File: src/rtl/x7seg_scan_if.sv
// x7seg_scan_if: host/display bundle for the 7-segment scan controller.
//   load/value/dp_in/en_in : pending-buffer write (one-cycle strobe + data)
//   lzb                    : live leading-zero blanking enable
//   digit/an/dp            : registered scan outputs (digit feeds hex7seg x)
//   frame_sync             : one-cycle pulse on each frame-boundary commit
// master = host side (drives load/data), slave = scan controller.
interface x7seg_scan_if #(
    parameter int NDIG = 4
);
    logic              load;
    logic [4*NDIG-1:0] value;
    logic [NDIG-1:0]   dp_in;
    logic [NDIG-1:0]   en_in;
    logic              lzb;
    logic [3:0]        digit;
    logic [NDIG-1:0]   an;
    logic              dp;
    logic              frame_sync;

    modport master (
        output load, value, dp_in, en_in, lzb,
        input  digit, an, dp, frame_sync
    );
    modport slave (
        input  load, value, dp_in, en_in, lzb,
        output digit, an, dp, frame_sync
    );
endinterface

File: src/rtl/x7seg_scan.sv
// x7seg_scan: time-multiplexed scan controller for an NDIG-digit
// common-anode 7-segment display, double-buffered at frame boundaries.
//   clk   : system clock
//   clr_n : asynchronous active-low reset
//   bus   : x7seg_scan_if.slave (load/value/dp_in/en_in/lzb in,
//           digit/an/dp/frame_sync out)
// The scan advances one digit every 2^DIV_W clocks; GUARD dark cycles
// follow each advance to suppress ghosting. Outputs are registered from
// the next-state index/active buffer so they move on the same edge as idx.
module x7seg_scan #(
    parameter int NDIG  = 4,
    parameter int DIV_W = 17,
    parameter int GUARD = 2
) (
    input  logic            clk,
    input  logic            clr_n,
    x7seg_scan_if.slave     bus
);
    localparam int IW = (NDIG > 1) ? $clog2(NDIG) : 1;
    localparam logic [DIV_W-1:0] GUARD_V = DIV_W'(GUARD);
    localparam logic [IW-1:0]    LAST_V  = IW'(NDIG - 1);
    localparam logic [NDIG-1:0]  AN_ONE  = NDIG'(1);

    // prescaler / scan position
    logic [DIV_W-1:0]  cnt;
    logic [IW-1:0]     idx, idx_nxt;
    logic [DIV_W-1:0]  grd, grd_nxt;

    // active (displayed) and pending (next frame) buffers
    logic [4*NDIG-1:0] act_val, act_val_nxt, pnd_val;
    logic [NDIG-1:0]   act_dp,  act_dp_nxt,  pnd_dp;
    logic [NDIG-1:0]   act_en,  act_en_nxt,  pnd_en;
    logic              pnd;

    // registered outputs and their next values
    logic [3:0]        digit_q, digit_nxt;
    logic [NDIG-1:0]   an_q,    an_nxt;
    logic              dp_q,    dp_nxt;
    logic              fs_q;

    logic              tick, commit, vis;
    logic [NDIG-1:0]   hi_zero;   // nibble k and all above are zero
    logic [NDIG-1:0]   blank;     // digit k blanked by lzb

    assign tick   = &cnt;
    assign commit = tick && (idx == LAST_V);

    // ---------------- next-state ----------------
    always_comb begin
        idx_nxt     = idx;
        grd_nxt     = grd;
        act_val_nxt = act_val;
        act_dp_nxt  = act_dp;
        act_en_nxt  = act_en;
        if (tick) begin
            idx_nxt = (idx == LAST_V) ? '0 : idx + 1'b1;
            grd_nxt = GUARD_V;
        end else if (grd != '0) begin
            grd_nxt = grd - 1'b1;
        end
        // commit uses pending as it stood before this edge, so a load on
        // the same edge is kept for the following frame
        if (commit && pnd) begin
            act_val_nxt = pnd_val;
            act_dp_nxt  = pnd_dp;
            act_en_nxt  = pnd_en;
        end
    end

    // Leading-zero detection over the buffer that will be active after
    // this edge; digit 0 is exempt.
    assign hi_zero[NDIG-1] = (act_val_nxt[4*(NDIG-1) +: 4] == 4'h0);
    genvar k;
    generate
        for (k = NDIG - 2; k >= 0; k--) begin : g_hz
            assign hi_zero[k] = (act_val_nxt[4*k +: 4] == 4'h0) && hi_zero[k+1];
        end
        for (k = 0; k < NDIG; k++) begin : g_blk
            if (k == 0) begin : g_d0
                assign blank[k] = 1'b0;
            end else begin : g_dk
                assign blank[k] = bus.lzb && hi_zero[k];
            end
        end
    endgenerate

    // ---------------- output next values ----------------
    always_comb begin
        vis       = act_en_nxt[idx_nxt] && (grd_nxt == '0) && !blank[idx_nxt];
        digit_nxt = act_val_nxt[{idx_nxt, 2'b00} +: 4];
        dp_nxt    = vis && act_dp_nxt[idx_nxt];
        an_nxt    = vis ? ~(AN_ONE << idx_nxt) : '1;
    end

    // ---------------- state ----------------
    always_ff @(posedge clk or negedge clr_n) begin
        if (!clr_n) begin
            cnt     <= '0;
            idx     <= '0;
            grd     <= '0;
            act_val <= '0;
            act_dp  <= '0;
            act_en  <= '0;
            pnd_val <= '0;
            pnd_dp  <= '0;
            pnd_en  <= '0;
            pnd     <= 1'b0;
            digit_q <= '0;
            an_q    <= '1;
            dp_q    <= 1'b0;
            fs_q    <= 1'b0;
        end else begin
            cnt     <= cnt + 1'b1;
            idx     <= idx_nxt;
            grd     <= grd_nxt;
            act_val <= act_val_nxt;
            act_dp  <= act_dp_nxt;
            act_en  <= act_en_nxt;
            if (bus.load) begin
                pnd_val <= bus.value;
                pnd_dp  <= bus.dp_in;
                pnd_en  <= bus.en_in;
                pnd     <= 1'b1;
            end else if (commit) begin
                pnd     <= 1'b0;
            end
            digit_q <= digit_nxt;
            an_q    <= an_nxt;
            dp_q    <= dp_nxt;
            fs_q    <= commit;
        end
    end

    assign bus.digit      = digit_q;
    assign bus.an         = an_q;
    assign bus.dp         = dp_q;
    assign bus.frame_sync = fs_q;
endmodule
File: src/flat_wrapper.sv
// flat-port wrapper written by rule: the top's interface ports become plain ports
module x7seg_scan_flat 
#(
    parameter int NDIG  = 4,
    parameter int DIV_W = 17,
    parameter int GUARD = 2
)
  (clk, clr_n, bus_load, bus_value, bus_dp_in, bus_en_in, bus_lzb, bus_digit, bus_an, bus_dp, bus_frame_sync);
  x7seg_scan_if #(.NDIG(NDIG)) bus_i ();
  input  logic clk;
  input  logic clr_n;
  input wire logic [$bits(bus_i.load)-1:0] bus_load;
  input wire logic [$bits(bus_i.value)-1:0] bus_value;
  input wire logic [$bits(bus_i.dp_in)-1:0] bus_dp_in;
  input wire logic [$bits(bus_i.en_in)-1:0] bus_en_in;
  input wire logic [$bits(bus_i.lzb)-1:0] bus_lzb;
  output wire logic [$bits(bus_i.digit)-1:0] bus_digit;
  output wire logic [$bits(bus_i.an)-1:0] bus_an;
  output wire logic [$bits(bus_i.dp)-1:0] bus_dp;
  output wire logic [$bits(bus_i.frame_sync)-1:0] bus_frame_sync;
  assign bus_i.load = bus_load;
  assign bus_i.value = bus_value;
  assign bus_i.dp_in = bus_dp_in;
  assign bus_i.en_in = bus_en_in;
  assign bus_i.lzb = bus_lzb;
  assign bus_digit = bus_i.digit;
  assign bus_an = bus_i.an;
  assign bus_dp = bus_i.dp;
  assign bus_frame_sync = bus_i.frame_sync;
  x7seg_scan #(.NDIG(NDIG), .DIV_W(DIV_W), .GUARD(GUARD)) u_core (.clk(clk), .clr_n(clr_n), .bus(bus_i));
endmodule
File: config.mk
export PLATFORM = sky130hd
export DESIGN_NAME = x7seg_scan_flat
export DESIGN_NICKNAME = d
export VERILOG_FILES = /design/src/rtl/x7seg_scan_if.sv /design/src/rtl/x7seg_scan.sv /design/src/flat_wrapper.sv
export SDC_FILE = /design/constraint.sdc
export NUM_CORES = 1
export LEC_CHECK = 0
export CAP_MARGIN = 10
export CORE_MARGIN = 2
export CORE_UTILIZATION = 60
export CTS_BUF_LIST = sky130_fd_sc_hd__clkbuf_4 sky130_fd_sc_hd__clkbuf_8
export DETAILED_ROUTE_END_ITERATION = 8
export PLACE_DENSITY = 0.88
export SLEW_MARGIN = 25
export SYNTH_ARGS = -nofsm -noshare
export SYNTH_HDL_FRONTEND = slang
export SYNTH_SLANG_ARGS = --single-unit
File: constraint.sdc
create_clock -name clk -period 3.3 [get_ports clk]
set_input_delay 0.495 -clock clk [delete_from_list [all_inputs] [get_ports clk]]
set_output_delay 0.495 -clock clk [all_outputs]
set_load 0.01 [all_outputs]
# Word level (Yosys, flattened, before mapping)
# Cells that the tools add are included.
[totals]
output_inout_bits = 10
ff_bits = 95
in_bits = 28
[classes]
shift = 2
order_cmp = 1
n_eq_ne = 1
n_bitwise = 1
muxes = 16
add_sub_neg = 3
n_reduce_logical = 18
[op_table]
columns = ["operator", "count"]
rows = [
  ["two-way mux 17 bit", 2],
  ["adder 17 x 1 -> 17 bit (second input constant)", 1],
  ["logical NOT 17 bit", 1],
  ["AND reduction 17 bit", 1],
  ["nonzero test 17 bit", 1],
  ["subtractor 17 x 1 -> 17 bit (second input constant)", 1],
  ["two-way mux 16 bit", 1],
  ["indexed part select 16 x 5 -> 4 bit", 1],
  ["logical NOT 4 bit", 3],
  ["two-way mux 4 bit", 3],
  ["logical AND 1 bit", 10],
  ["binary-select mux 1 bit (select 2 bit)", 3],
  ["two-way mux 1 bit", 5],
  ["two-way mux 2 bit", 2],
  ["NOT 4 bit", 1],
  ["<< shifter 1 x 2 -> 4 bit (first input constant)", 1],
  ["less-than comparator 2 x 3 -> 1 bit (second input constant)", 1],
  ["adder 2 x 1 -> 2 bit (second input constant)", 1],
  ["== test 2 bit (second input constant)", 1],
  ["nonzero test 2 bit", 1],
  ["logical NOT 1 bit", 1],
]

# Longest topological paths before layout
[depth]
depth_word = 13
mapped_depth = 14
ltp_nobuf = 13

# Worst setup path before layout
# OpenSTA, ideal clock, no wires.
[synth_timing]
kind = "reg-to-reg"
start = "register u_core.cnt[0]"
end = "register u_core.digit_q[0] (netlist: u_core.bus.digit[0])"
n_path_buf = 2
setup_slack_ns = 0.313
arrival_ns = 2.844
stages_incl_launch_ff = 14
path_cell_list = "dfrtp_1 ha_1 nand2_1 nor2_1 and3_1 nor2b_1 and3_1 ha_1 nand3_2 clkbuf_1 buf_2 mux2_2 mux2i_1 mux2i_1"
[synth_via]
elab_chain_len = 5
word_cells_on_any_way = 6
classes_between = "shift (1); mux (2); reduce/logical (3)"
[synth_rtl]
columns = ["element", "line_no", "source"]
rows = [
  ["from (decl)", "x7seg_scan.sv:25", "logic [DIV_W-1:0] cnt;"],
  ["from (signal assigned)", "x7seg_scan.sv:113", "cnt <= cnt + 1'b1;"],
  ["AND reduction 17 bit", "x7seg_scan.sv:45", "assign tick = &cnt;"],
  ["logical AND 1 bit", "x7seg_scan.sv:46", "assign commit = tick && (idx == LAST_V);"],
  ["logical AND 1 bit", "x7seg_scan.sv:63", "if (commit && pnd) begin"],
  ["two-way mux 16 bit", "x7seg_scan.sv:63", ""],
  ["net u_core.act_val_nxt[4]", "x7seg_scan.sv:30", "logic [4*NDIG-1:0] act_val, act_val_nxt, pnd_val;"],
  ["indexed part select 16 x 5 -> 4 bit", "x7seg_scan.sv:90", "digit_nxt = act_val_nxt[{idx_nxt, 2'b00} +: 4];"],
  ["net u_core.digit_nxt[0]", "x7seg_scan.sv:36", "logic [3:0] digit_q, digit_nxt;"],
  ["to (signal assigned)", "x7seg_scan.sv:127", "digit_q <= digit_nxt;"],
  ["to (decl)", "x7seg_scan.sv:36", ""],
]
# The timed path passes the listed nets, and every way through them passes these cells.
# A chain may end at the register's enable or synchronous reset.

# Worst setup path after layout
[layout_timing]
start = "register u_core.cnt[0]"
end = "register u_core.dp_q (netlist: u_core.bus.dp)"
[layout_via]
elab_chain_len = 13
word_cells_on_any_way = 27
classes_between = "mux (11); reduce/logical (16)"
[layout_rtl]
columns = ["element", "line_no", "source"]
rows = [
  ["AND reduction 17 bit *", "x7seg_scan.sv:45", ""],
  ["logical AND 1 bit", "x7seg_scan.sv:46", ""],
  ["logical AND 1 bit", "x7seg_scan.sv:63", ""],
  ["two-way mux 16 bit", "x7seg_scan.sv:63", ""],
  ["logical NOT 4 bit, on equally long branches", "x7seg_scan.sv:76, x7seg_scan.sv:72", ""],
  ["logical AND 1 bit (2 in series)", "x7seg_scan.sv:76", "assign hi_zero[k] = (act_val_nxt[4*k +: 4] == 4'h0) && hi_zero[k+1];"],
  ["logical AND 1 bit", "x7seg_scan.sv:82", "assign blank[k] = bus.lzb && hi_zero[k];"],
  ["binary-select mux 1 bit (select 2 bit)", "x7seg_scan.sv:89", "vis = act_en_nxt[idx_nxt] && (grd_nxt == '0) && !blank[idx_nxt];"],
  ["two-way mux 1 bit (not written as such)", "x7seg_scan.sv:89", ""],
  ["logical NOT 1 bit", "x7seg_scan.sv:89", ""],
  ["logical AND 1 bit", "x7seg_scan.sv:89", ""],
  ["logical AND 1 bit *", "x7seg_scan.sv:91", "dp_nxt = vis && act_dp_nxt[idx_nxt];"],
  ["net u_core.dp_nxt", "x7seg_scan.sv:38", "logic dp_q, dp_nxt;"],
  ["to (signal assigned)", "x7seg_scan.sv:129", "dp_q <= dp_nxt;"],
  ["to (decl)", "x7seg_scan.sv:38", ""],
]
# The timed path passes the listed nets; every way through them passes the cells marked *. The select of a mux whose other input is x is not followed.

==> metrics.md <==
| Metric | Value |
|---|---|
| Clk_skew | `~13 ps` |
| Largest stage delay, worst path | `roughly 460 ps` |
| M1 wire length | `around 3.6 mm` |
| Setup TNS Final | `0 ps` |
| Drt first-iter violations | `approximately 170` |
| DR top layer | `met4` |
| Slew Limit Fails | `0` |
| Input/output buffers | `37` |
| GRT Util Overall | `about 22%` |
| Most frequent cells in the layout | `dfrtp_1, mux2_2, clkdlybuf4s50_1` |
| Core footprint | `6870 um^2` |
| Largest net degree at the start of global routing | `50` |
| Pwr dens | `a little over 400 nW/um^2` |
| Total congestion overflow | `0` |
| Die X | `88.7 um` |
| Max cap viols | `0` |
| Worst-path maximum fanout | `14` |
| Max Clk Rate | `between 300 and 400 MHz` |
| First-pass GRT wire length | `~13 mm` |
| Worst slew pin tran | `603 ps` |
| Slowest cell on crit path | `or4_1` |
| Syn Nets | `380` |
| First-pass iteration count of the detailed router | `4` |
| Met3 routed WL | `~220 um` |
| Drt wl/cell | `about 16 um` |
| Top cell type's share of synthesized area | `52.9%` |
| Crit Path Class | `register to register` |
| Synthesized cell area | `roughly 4300 um^2` |
| Share of cells above drive strength 1 | `between 20% and 30%` |
| GPL Wtd Cong | `between 0.8 and 0.9` |
| Startpoint types | `register` |
| H-tree depth | `3` |
| DR vias/cell | `5.63` |
| Detailed Place HPWL | `5.73 mm` |
| # DRC | `0` |
| Sw Share | `around 23%` |
| Worst-path cell chain | `ha_1 > nand2_1 > nor2_1 > and3_1 > nor2b_1 > and3_1 > ha_2 > nand3_4 > or4_1 > a21oi_1 > a41o_1 > nor4_4 > and4_1` |
| Internal power | `approximately 1500 uW` |
| Via count | `2774` |
| RR Startpoint | `u_core.cnt[0]` |
| Arr. time, crit path | `roughly 3300 ps` |
| Nets | `~430` |
| Inserted Diodes | `0` |
| Status | `finished, final reports clean` |
| Ports | `38` |
| #FFs+latches synth | `95` |
| Flop2flop setup slack | `~210 ps` |
| Std cell rows | `30` |
| Filler cells | `around 460` |
| Vias in the first global route | `around 2700` |
| Crit share post-route | `a little over nine tenths` |
| CTS Sinks | `95` |
| CTS root buffer | `clkbuf_8` |
| Routed wire length | `approximately 8 mm` |
| TritonCTS clock tree | `done` |
| Die Span Y | `slightly below 90 um` |
| Fin. Hold Viols | `0` |
| Worst-path clk slew | `about 90 ps` |
| Worst reg2reg path depth | `13` |
| Minimum clock period | `3090 ps` |
| Most frequent cell on the critical path | `and3_1` |
| Leakage | `0.00248 uW` |
| Max IR drop VDD | `0.000320 V` |
| Initial antenna violation count | `0` |
| Number of synthesized flops with an enable pin | `0` |
| Net Switching | `around 470 uW` |
| Placed Area | `between 4000 and 5000 um^2` |
| Final setup vio count | `0` |
| Asr flop ratio synth | `between 90% and 100%` |
| Mean Syn Cell Area | `between 10 and 15 um^2` |
| Initial Utilization | `62.7%` |
| Final antenna-violating net count | `0` |
| Register area share after synthesis | `between 50% and 60%` |
| Fin util | `about 73%` |
| Buffer count from post-CTS setup fixing | `0` |
| Max Root-Sink Buffers | `2` |
| Met2 WL | `3.97 mm` |
| Critical Path Sink Type | `register` |
| Synth Flop Type | `dfrtp_1` |
| CTS Buf Count | `9` |
| Reg-to-reg endpoint | `u_core.bus.dp` |
| Reg power frac | `between 60 and 70%` |
| Yosys top cell by area | `dfrtp_1` |
| Worst slew margin | `between 50 and 60%` |
| Commonest non-fill, non-tap cell in the layout | `dfrtp_1` |
| Synth area leaders | `dfrtp_1, mux2_2, mux2i_1` |
| Distinct cells, synth | `a little under 50` |
| Syn Inst Count | `347` |
| Die ar. | `between 7000 and 8000 um^2` |
| Clock Power Share | `34.9%` |
| Clock Latency Late Sink | `360 ps` |
| Logic pwr share | `4.8%` |
| Synthesis Warnings | `0` |
| P&R area growth vs syn | `16.2%` |
| Critical Path RT | `approximately 3600 ps` |
| Final Instance Area | `5000 um^2` |
| Min-delay worst type | `primary input to async pin` |
## timing repair
action,CTS,global route
resized for setup,0,5
endpoints found under the setup margin,0,5
hold buffers,0,0
## worst max-delay path, delay by kind of cell (launching register included)
kind / cells / cell delay (ps)
AOI/OAI and AO/OA: 2 / 440
adders and majority gates: 2 / 440
DFF: 1 / 400
and+or+nand+nor: 9 / 1690
## cell families (layout without fill, tap and decap cells)
| kind of cell | after synthesis | in the layout | synth area share, % |
|---|---|---|---|
| simple gates | 103 | 103 | 14.4 |
| compound gates | 30 | 30 | 4.91 |
| xor+xnor | 22 | 22 | 4.48 |
| mux | 67 | 67 | 16.9 |
| fa+ha+maj | 5 | 5 | 1.45 |
| flops | 95 | 95 | 55.3 |
| buf+inv | 25 | 75 | 2.59 |
## power groups by stage
stage               logic (uW)  registers (uW)  clock network (uW)
floorplan                 36.9            1230                   0
global placement          95.2            1240                   0
detailed placement        99.3            1240                   0
CTS                       99.5            1210                 715
global route               107            1220                 770
finish                    96.0            1210                 702
## cell usage after synthesis (2+ instances only)
cell,instances
dfrtp_1,91
mux2_2,45
nor2_1,30
mux2i_1,22
nand2_1,17
inv_1,13
xnor2_1,12
xor2_1,10
nand3_1,9
a21oi_1,8
nor4_1,6
ha_1,5
or3_1,5
buf_1,4
clkbuf_1,4
dfstp_2,4
nand4_1,4
nand4b_1,4
nor4_4,4
o21ai_0,4
a32oi_1,3
and3_1,3
nor2b_1,3
nor3_1,3
o22ai_1,3
or4_1,3
a2bb2oi_1,2
a41o_1,2
and4_1,2
buf_6,2
nor3b_1,2
## cell type report
cell class                      instances  area [um^2]  share of cell area [%]
Tap cell                               96          120                    2.40
Inverter                               13         48.8                   0.976
Multi-Input combinational cell        227         1820                    36.4
Timing Repair Buffer                   46          448                    8.96
Sequential cell                        95         2380                    47.6
Clock inverter                          6         42.5                   0.851
Clock buffer                           10          138                    2.75
## per-stage QoR
stage	instances	setup WS, ps	hold slack (ps)	total power [uW]
2_1_floorplan	347	313	199	1260
6_report	493	209	138	2010
5_1_grt	493	-5.96	200	2100
3_5_place_dp	477	82.9	455	1340
3_3_place_gp	477	202	454	1330
4_1_cts	493	45.0	158	2030
## routing by layer
metal,up-vias,GRT usage (%)
met4,0,7.30
met5,-,0
li1,1330,-
met3,9,3.92
met1,1395,31.4
met2,40,35.6
## flip-flops by register name (all words and copies together) (netlist names)
signal / count
u_core.pnd_en: 4
u_core.pnd_dp: 4
u_core.act_dp: 4
u_core.idx: 2
u_core.bus.frame_sync: 1
u_core.act_val: 16
u_core.cnt: 17
u_core.grd: 17
u_core.bus.digit: 4
u_core.act_en: 4
u_core.pnd_val: 16
u_core.pnd: 1
u_core.bus.an: 4
u_core.bus.dp: 1
## worst max path at each step
stage | cells past startpoint | slack [ps] | startpoint | endpoint
2_1_floorplan | 13 | 310 | u_core.cnt[0] | u_core.bus.digit[0]
3_3_place_gp | 14 | 200 | u_core.cnt[0] | u_core.bus.dp
3_5_place_dp | 14 | 80 | u_core.cnt[0] | u_core.bus.dp
4_1_cts | 13 | 40 | u_core.cnt[0] | u_core.bus.dp
5_1_grt | 14 | -6 | u_core.cnt[0] | u_core.bus.dp
6_report | 13 | 210 | u_core.cnt[0] | u_core.bus.dp
No activity file was read; power rests on OpenSTA's default activity.
